$ cat src/rtl/hall_sensor_conditioner.sv
// Hall sensor conditioner: synchronises and glitch-filters the three raw hall
// lines, rejects illegal patterns, tracks rotation direction, and measures the
// clock count between accepted hall edges with stall detection.
module hall_sensor_conditioner #(
   parameter int unsigned         SYNC_STAGES  = 2,
   parameter int unsigned         FILT_CYCLES  = 16,
   parameter int unsigned         PERIOD_W     = 24,
   parameter logic [PERIOD_W-1:0] STALL_CYCLES = 24'd5000000
) (
   input  logic                clk,
   input  logic                rst_n,
   input  logic [2:0]          hs_raw,
   output logic [2:0]          hs_out,
   output logic                hs_valid,
   output logic                edge_pulse,
   output logic                dir_cw,
   output logic                hall_fault,
   output logic [PERIOD_W-1:0] period,
   output logic                period_valid,
   output logic                stalled
);

   localparam int unsigned    FCW      = $clog2(FILT_CYCLES + 1);
   localparam logic [FCW-1:0] FILT_MAX = FCW'(FILT_CYCLES);

   // Clockwise successor of a legal hall state; illegal states map to 000.
   function automatic logic [2:0] cw_next(input logic [2:0] s);
      case (s)
         3'b001:  cw_next = 3'b011;
         3'b011:  cw_next = 3'b010;
         3'b010:  cw_next = 3'b110;
         3'b110:  cw_next = 3'b100;
         3'b100:  cw_next = 3'b101;
         3'b101:  cw_next = 3'b001;
         default: cw_next = 3'b000;
      endcase
   endfunction

   logic [SYNC_STAGES-1:0][2:0] sync_q;
   logic [2:0]                  hs_sync;

   logic [2:0]    cand_q, cand_d;
   logic [FCW-1:0] fcnt_q, fcnt_d;
   logic          accept;
   logic          legal;
   logic          hall_ev;

   logic [2:0]    hs_q, hs_d;
   logic          valid_q, valid_d;
   logic          edge_q, edge_d;
   logic          dir_q, dir_d;
   logic          fault_q, fault_d;

   logic [PERIOD_W-1:0] tcnt_q, tcnt_d;
   logic [PERIOD_W-1:0] period_q, period_d;
   logic                pv_q, pv_d;
   logic                armed_q, armed_d;
   logic                stall_q, stall_d;

   assign hs_sync = sync_q[SYNC_STAGES-1];

   // Plain flop chain per hall line; nothing combinational before the last stage.
   always_ff @(posedge clk or negedge rst_n) begin
      if (!rst_n) begin
         sync_q <= '0;
      end else begin
         sync_q <= {sync_q[SYNC_STAGES-2:0], hs_raw};
      end
   end

   // Candidate/counter filter: a new value restarts the count, a held value saturates it.
   always_comb begin
      cand_d = cand_q;
      fcnt_d = fcnt_q;
      if (hs_sync != cand_q) begin
         cand_d = hs_sync;
         fcnt_d = FCW'(1);
      end else if (fcnt_q != FILT_MAX) begin
         fcnt_d = fcnt_q + FCW'(1);
      end
   end

   // Candidate is accepted once it has been seen for FILT_CYCLES consecutive clocks.
   assign accept  = (fcnt_q == FILT_MAX);
   assign legal   = (cand_q != 3'b000) && (cand_q != 3'b111);
   assign hall_ev = accept && legal && (cand_q != hs_q);

   // Legality, direction and fault tracking for accepted patterns.
   always_comb begin
      hs_d    = hs_q;
      valid_d = valid_q;
      edge_d  = hall_ev;
      dir_d   = dir_q;
      fault_d = fault_q;
      if (accept && !legal) begin
         fault_d = 1'b1;
      end else if (hall_ev) begin
         hs_d    = cand_q;
         valid_d = 1'b1;
         if (valid_q) begin
            if (cand_q == cw_next(hs_q)) begin
               dir_d   = 1'b1;
               fault_d = 1'b0;
            end else if (cw_next(cand_q) == hs_q) begin
               dir_d   = 1'b0;
               fault_d = 1'b0;
            end else begin
               fault_d = 1'b1;
            end
         end
      end
   end

   // Edge-to-edge timer; an edge in the saturating cycle wins over the stall.
   always_comb begin
      tcnt_d   = (tcnt_q == STALL_CYCLES) ? tcnt_q : tcnt_q + PERIOD_W'(1);
      period_d = period_q;
      pv_d     = pv_q;
      armed_d  = armed_q;
      stall_d  = stall_q;
      if (hall_ev) begin
         tcnt_d  = PERIOD_W'(1);
         stall_d = 1'b0;
         if (armed_q) begin
            period_d = tcnt_q;
            pv_d     = 1'b1;
         end else begin
            armed_d = 1'b1;
         end
      end else if (tcnt_q == STALL_CYCLES) begin
         stall_d = 1'b1;
         pv_d    = 1'b0;
         armed_d = 1'b0;
      end
   end

   // State registers for filter, hall state and timer.
   always_ff @(posedge clk or negedge rst_n) begin
      if (!rst_n) begin
         cand_q   <= '0;
         fcnt_q   <= '0;
         hs_q     <= '0;
         valid_q  <= 1'b0;
         edge_q   <= 1'b0;
         dir_q    <= 1'b0;
         fault_q  <= 1'b0;
         tcnt_q   <= '0;
         period_q <= '0;
         pv_q     <= 1'b0;
         armed_q  <= 1'b0;
         stall_q  <= 1'b0;
      end else begin
         cand_q   <= cand_d;
         fcnt_q   <= fcnt_d;
         hs_q     <= hs_d;
         valid_q  <= valid_d;
         edge_q   <= edge_d;
         dir_q    <= dir_d;
         fault_q  <= fault_d;
         tcnt_q   <= tcnt_d;
         period_q <= period_d;
         pv_q     <= pv_d;
         armed_q  <= armed_d;
         stall_q  <= stall_d;
      end
   end

   assign hs_out       = hs_q;
   assign hs_valid     = valid_q;
   assign edge_pulse   = edge_q;
   assign dir_cw       = dir_q;
   assign hall_fault   = fault_q;
   assign period       = period_q;
   assign period_valid = pv_q;
   assign stalled      = stall_q;

endmodule

$ cat config.mk
export PLATFORM = sky130hd
export DESIGN_NAME = hall_sensor_conditioner
export DESIGN_NICKNAME = d
export VERILOG_FILES = /design/src/rtl/hall_sensor_conditioner.sv
export SDC_FILE = /design/constraint.sdc
export NUM_CORES = 1
export LEC_CHECK = 0
export CAP_MARGIN = 0
export CORE_AREA = 4 4 80 82
export CTS_CLUSTER_DIAMETER = 50
export DETAILED_ROUTE_END_ITERATION = 7
export DIE_AREA = 0 0 84 86
export GPL_ROUTABILITY_DRIVEN = 0
export PLACE_DENSITY = 0.85
export SYNTH_ARGS = -nofsm -noshare
export SYNTH_HDL_FRONTEND = slang
export SYNTH_SLANG_ARGS = --single-unit
$ cat constraint.sdc
create_clock -name clk -period 5.5 [get_ports clk]
set_input_delay 0.825 -clock clk [delete_from_list [all_inputs] [get_ports clk]]
set_output_delay 0.825 -clock clk [all_outputs]
set_load 0.005 [all_outputs]
==> run summary <==
The run finished with clean final reports. The run gives 289 as the gate count after technology mapping. During synthesis, Yosys emitted a total of 0 warnings. Summing every instance area after synthesis gives 0.00333 sq mm. CTS built an H-tree with a depth of 3. The logs give 1.74 nW for the total leakage power and 0 for the number of buffers inserted for hold repair after clock tree synthesis. The core region is 0.00575 sq mm. Yosys instantiated no cell more often than sky130_fd_sc_hd__dfrtp_1. The run gives 72 as the clock sink total. Worst setup timing slack at the placement stage: 2.19 ns.

Clock tree root buffer cell: sky130_fd_sc_hd__clkbuf_8. The number of vias per cell came out at 5.47. For the floorplan row count, the log shows 28.

The routed design has 5.95 mm of wire. TritonCTS built the clock tree. After clock tree synthesis, the clock-pin slew on the worst setup and hold paths is 0.07 ns. The aggregate global-route resource usage was 0.184.

The share of the clock period used by the worst path after layout is 0.601. The max-slew violation total from the final report came out at 0. The remaining routing DRC violations came out at 0.

The tools report the count of final hold-check violations as 0. Adding up every negative setup slack in the final design gives 0 ns. In this run, synthesis inferred 0 flip-flops with an integrated enable. The sort of element at the end of the critical path is a register. The kind of start point of the critical path was a register. The worst setup path is of the register to register kind.

In this run the power density over the cells is 251 mW/mm^2. Setup repair after global routing left no endpoint under its margin. IR analysis of the VDD net gives a maximum drop of 290 uV. Of all cell types, the one taking the most synthesized area is sky130_fd_sc_hd__dfrtp_1.

The mean routed wirelength per cell came out at 14.8 microns. The number of antenna violations at the first check in global routing was 0; the count of instances resized after the clock tree is built was 0. The tools report the detailed-router iteration count before antenna repair as 4. The run gives 438 as the number of fillers in the final layout. The async set-or-reset flop fraction in the synthesized netlist was 1.00. The min-delay analysis places its worst path in the category register to register. For flop-to-flop paths, the worst setup slack is 2.20 ns. The first global-routing pass estimated 10.5 mm of wire. Along the worst path, the maximum fanout reaches 32. Entering global routing, the biggest net connects 73 pins.

Clock latency on the worst-skew pair, taken at its later pin, is 0.34 ns. The HPWL after detailed placement came out at 4.00 mm. The die covers 0.00722 sq mm. The logs give 0.541 for the sequential share of the synthesized area and 9 for the TritonCTS buffer count. Synthesis inferred 72 register bits. Max-cap violations in this run came to 0. The startpoint of the worst register-to-register path was fcnt_q[0]. The tools report the final number of setup-violating endpoints as 0. Ranked by instance count, the synthesized netlist is headed by sky130_fd_sc_hd__dfrtp_1 (72), sky130_fd_sc_hd__nor2_1 (36), sky130_fd_sc_hd__mux2_2 (20). The completed layout was analyzed and its total power is 964 uW. The count of nets left with antenna violations once routing finished came out at 0.

The die is 84 microns wide. For this block, the initial DRC count from the detailed router was 116. The run gives 2195 as the number of global-route vias before repair.

For this run, the post-layout net count is 331. The repair_antennas step left the layout with diodes totalling 0. The netlist uses 43 different library cells.

For the worst setup path, the data arrival time is 3.52 ns. The worst hold path begins at sync_q[1]. Data on the critical path is required at its endpoint by 5.72 ns.

The most used flip-flop cell after synthesis is sky130_fd_sc_hd__dfrtp_1. After layout, the worst setup slack is 2.20 ns. The logs give 0 for the number of setup buffers added after CTS and 0.579 for the effective utilization at floorplan. Die span in y: 86 microns. The most critical setup path has its startpoint at fcnt_q[0]. In this run the mean area of a mapped cell was 11.5 sq um. In this run the tool buffered the top-level ports with 37 buffer cells.

The worst relative slew slack came out at 0.280. The number of nets handed over by synthesis was 298. Static timing analysis puts the maximum clock frequency at 0.303 GHz. Yosys attributes the largest share of cell area to sky130_fd_sc_hd__dfrtp_1 (54%), sky130_fd_sc_hd__mux2_2 (6.8%), sky130_fd_sc_hd__xnor2_1 (4.7%). The share of Yosys cell area claimed by the top area cell type came out at 0.541. The smallest clock period supported by the final layout is computed as 3.30 ns. The tools report the largest clock skew in the final design as 0.0122 ns. For the pin with the worst max-slew slack, the measured transition is 1.08 ns. For the overflow left after global routing, the log shows 0. For this design the top-level I/O count stands at 38. Share of layout cells above drive strength 1: 0.160.

The count of vias placed by the detailed router is 2192. From synthesis to final layout, the design area changed by 15.6%. The maximum clock path buffer count is 2.
==> report_power, final <==
group	switching, mW	internal [mW]
logic	0.0166	0.0112
registers	0.00722	0.534
clock network	0.190	0.205
==> metrics by stage <==
stage / utilization / std cells / hold WS (ns) / area, sq um
floorplan: - / 289 / 0.331 / 3330
global placement: 0.637 / 386 / 0.332 / 3660
detailed placement: 0.637 / 386 / 0.343 / 3660
CTS: 0.669 / 401 / 0.359 / 3850
global route: 0.669 / 401 / 0.361 / 3850
finish: 0.669 / 401 / 0.355 / 3850
==> routing by layer <==
metal,track usage,vias up,share of wire
met5,0,-,0
met1,0.239,1085,0.47
met3,0.0355,8,0.036
met2,0.296,47,0.48
met4,0.0921,0,0.020
li1,-,1052,-
==> cells by family after synthesis <==
family / after synthesis / synth area share
simple gates: 108 / 0.179
flops: 72 / 0.541
xor+xnor: 33 / 0.0868
mux: 26 / 0.0887
buf+inv: 24 / 0.0492
compound gates: 22 / 0.0398
fa+ha+maj: 4 / 0.0150
==> state kept, by name, indices dropped and copies added (netlist names), 3 cells and up <==
register  count
hs_out        3
fcnt_q        5
hs_sync       3
tcnt_q       24
sync_q        3
period       24
cand_q        3
==> area by class of cell <==
cell class | count | area [sq um] | area share
clock buffers | 9 | 124 | 0.0322
clock inverters | 6 | 61.3 | 0.0159
repair buffers | 38 | 373 | 0.0969
multi-input cells | 193 | 1360 | 0.354
inverters | 8 | 30.0 | 0.00781
well taps | 75 | 93.8 | 0.0244
flip-flops and latches | 72 | 1800 | 0.468
==> worst paths after layout <==
check / endpoint / depth (start not counted)
max in group asynchronous: tcnt_q[6] / 2
max reg2reg: period[7] / 7
min: hs_sync[1] / 0
min reg2reg: hs_sync[1] / 0
min in group asynchronous: period[2] / 2
max: period[7] / 7
==> critical path, cell delays in order (launching register included) <==
cell	delay [ns]
sky130_fd_sc_hd__dfrtp_1	0.40
sky130_fd_sc_hd__inv_1	0.09
sky130_fd_sc_hd__ha_1	0.14
sky130_fd_sc_hd__and4bb_1	0.45
sky130_fd_sc_hd__nand3_2	0.14
sky130_fd_sc_hd__nor2b_4	0.59
sky130_fd_sc_hd__nand2_1	0.81
sky130_fd_sc_hd__mux2_2	0.54
==> cells in the final DEF, fill, tap and decap left out, types with 2 or more instances in the layout <==
master	n
sky130_fd_sc_hd__mux2i_1	4
sky130_fd_sc_hd__nand4_1	4
sky130_fd_sc_hd__nor3_1	4
sky130_fd_sc_hd__and3_1	5
sky130_fd_sc_hd__dfrtp_1	72
sky130_fd_sc_hd__and2b_2	4
sky130_fd_sc_hd__xor2_1	15
sky130_fd_sc_hd__nor2_1	36
sky130_fd_sc_hd__a21oi_1	5
sky130_fd_sc_hd__nand3_1	17
sky130_fd_sc_hd__a31oi_1	2
sky130_fd_sc_hd__clkinv_2	3
sky130_fd_sc_hd__nor4_1	3
sky130_fd_sc_hd__mux2_4	2
sky130_fd_sc_hd__clkdlybuf4s50_1	36
sky130_fd_sc_hd__nand2b_1	2
sky130_fd_sc_hd__clkbuf_8	9
sky130_fd_sc_hd__mux2_2	20
sky130_fd_sc_hd__o22ai_1	3
sky130_fd_sc_hd__and4bb_2	2
sky130_fd_sc_hd__o21ai_0	9
sky130_fd_sc_hd__inv_1	8
sky130_fd_sc_hd__xnor2_1	18
sky130_fd_sc_hd__ha_1	4
sky130_fd_sc_hd__nand2_1	15
sky130_fd_sc_hd__or3_1	4
(Power assumes the default switching activity.)
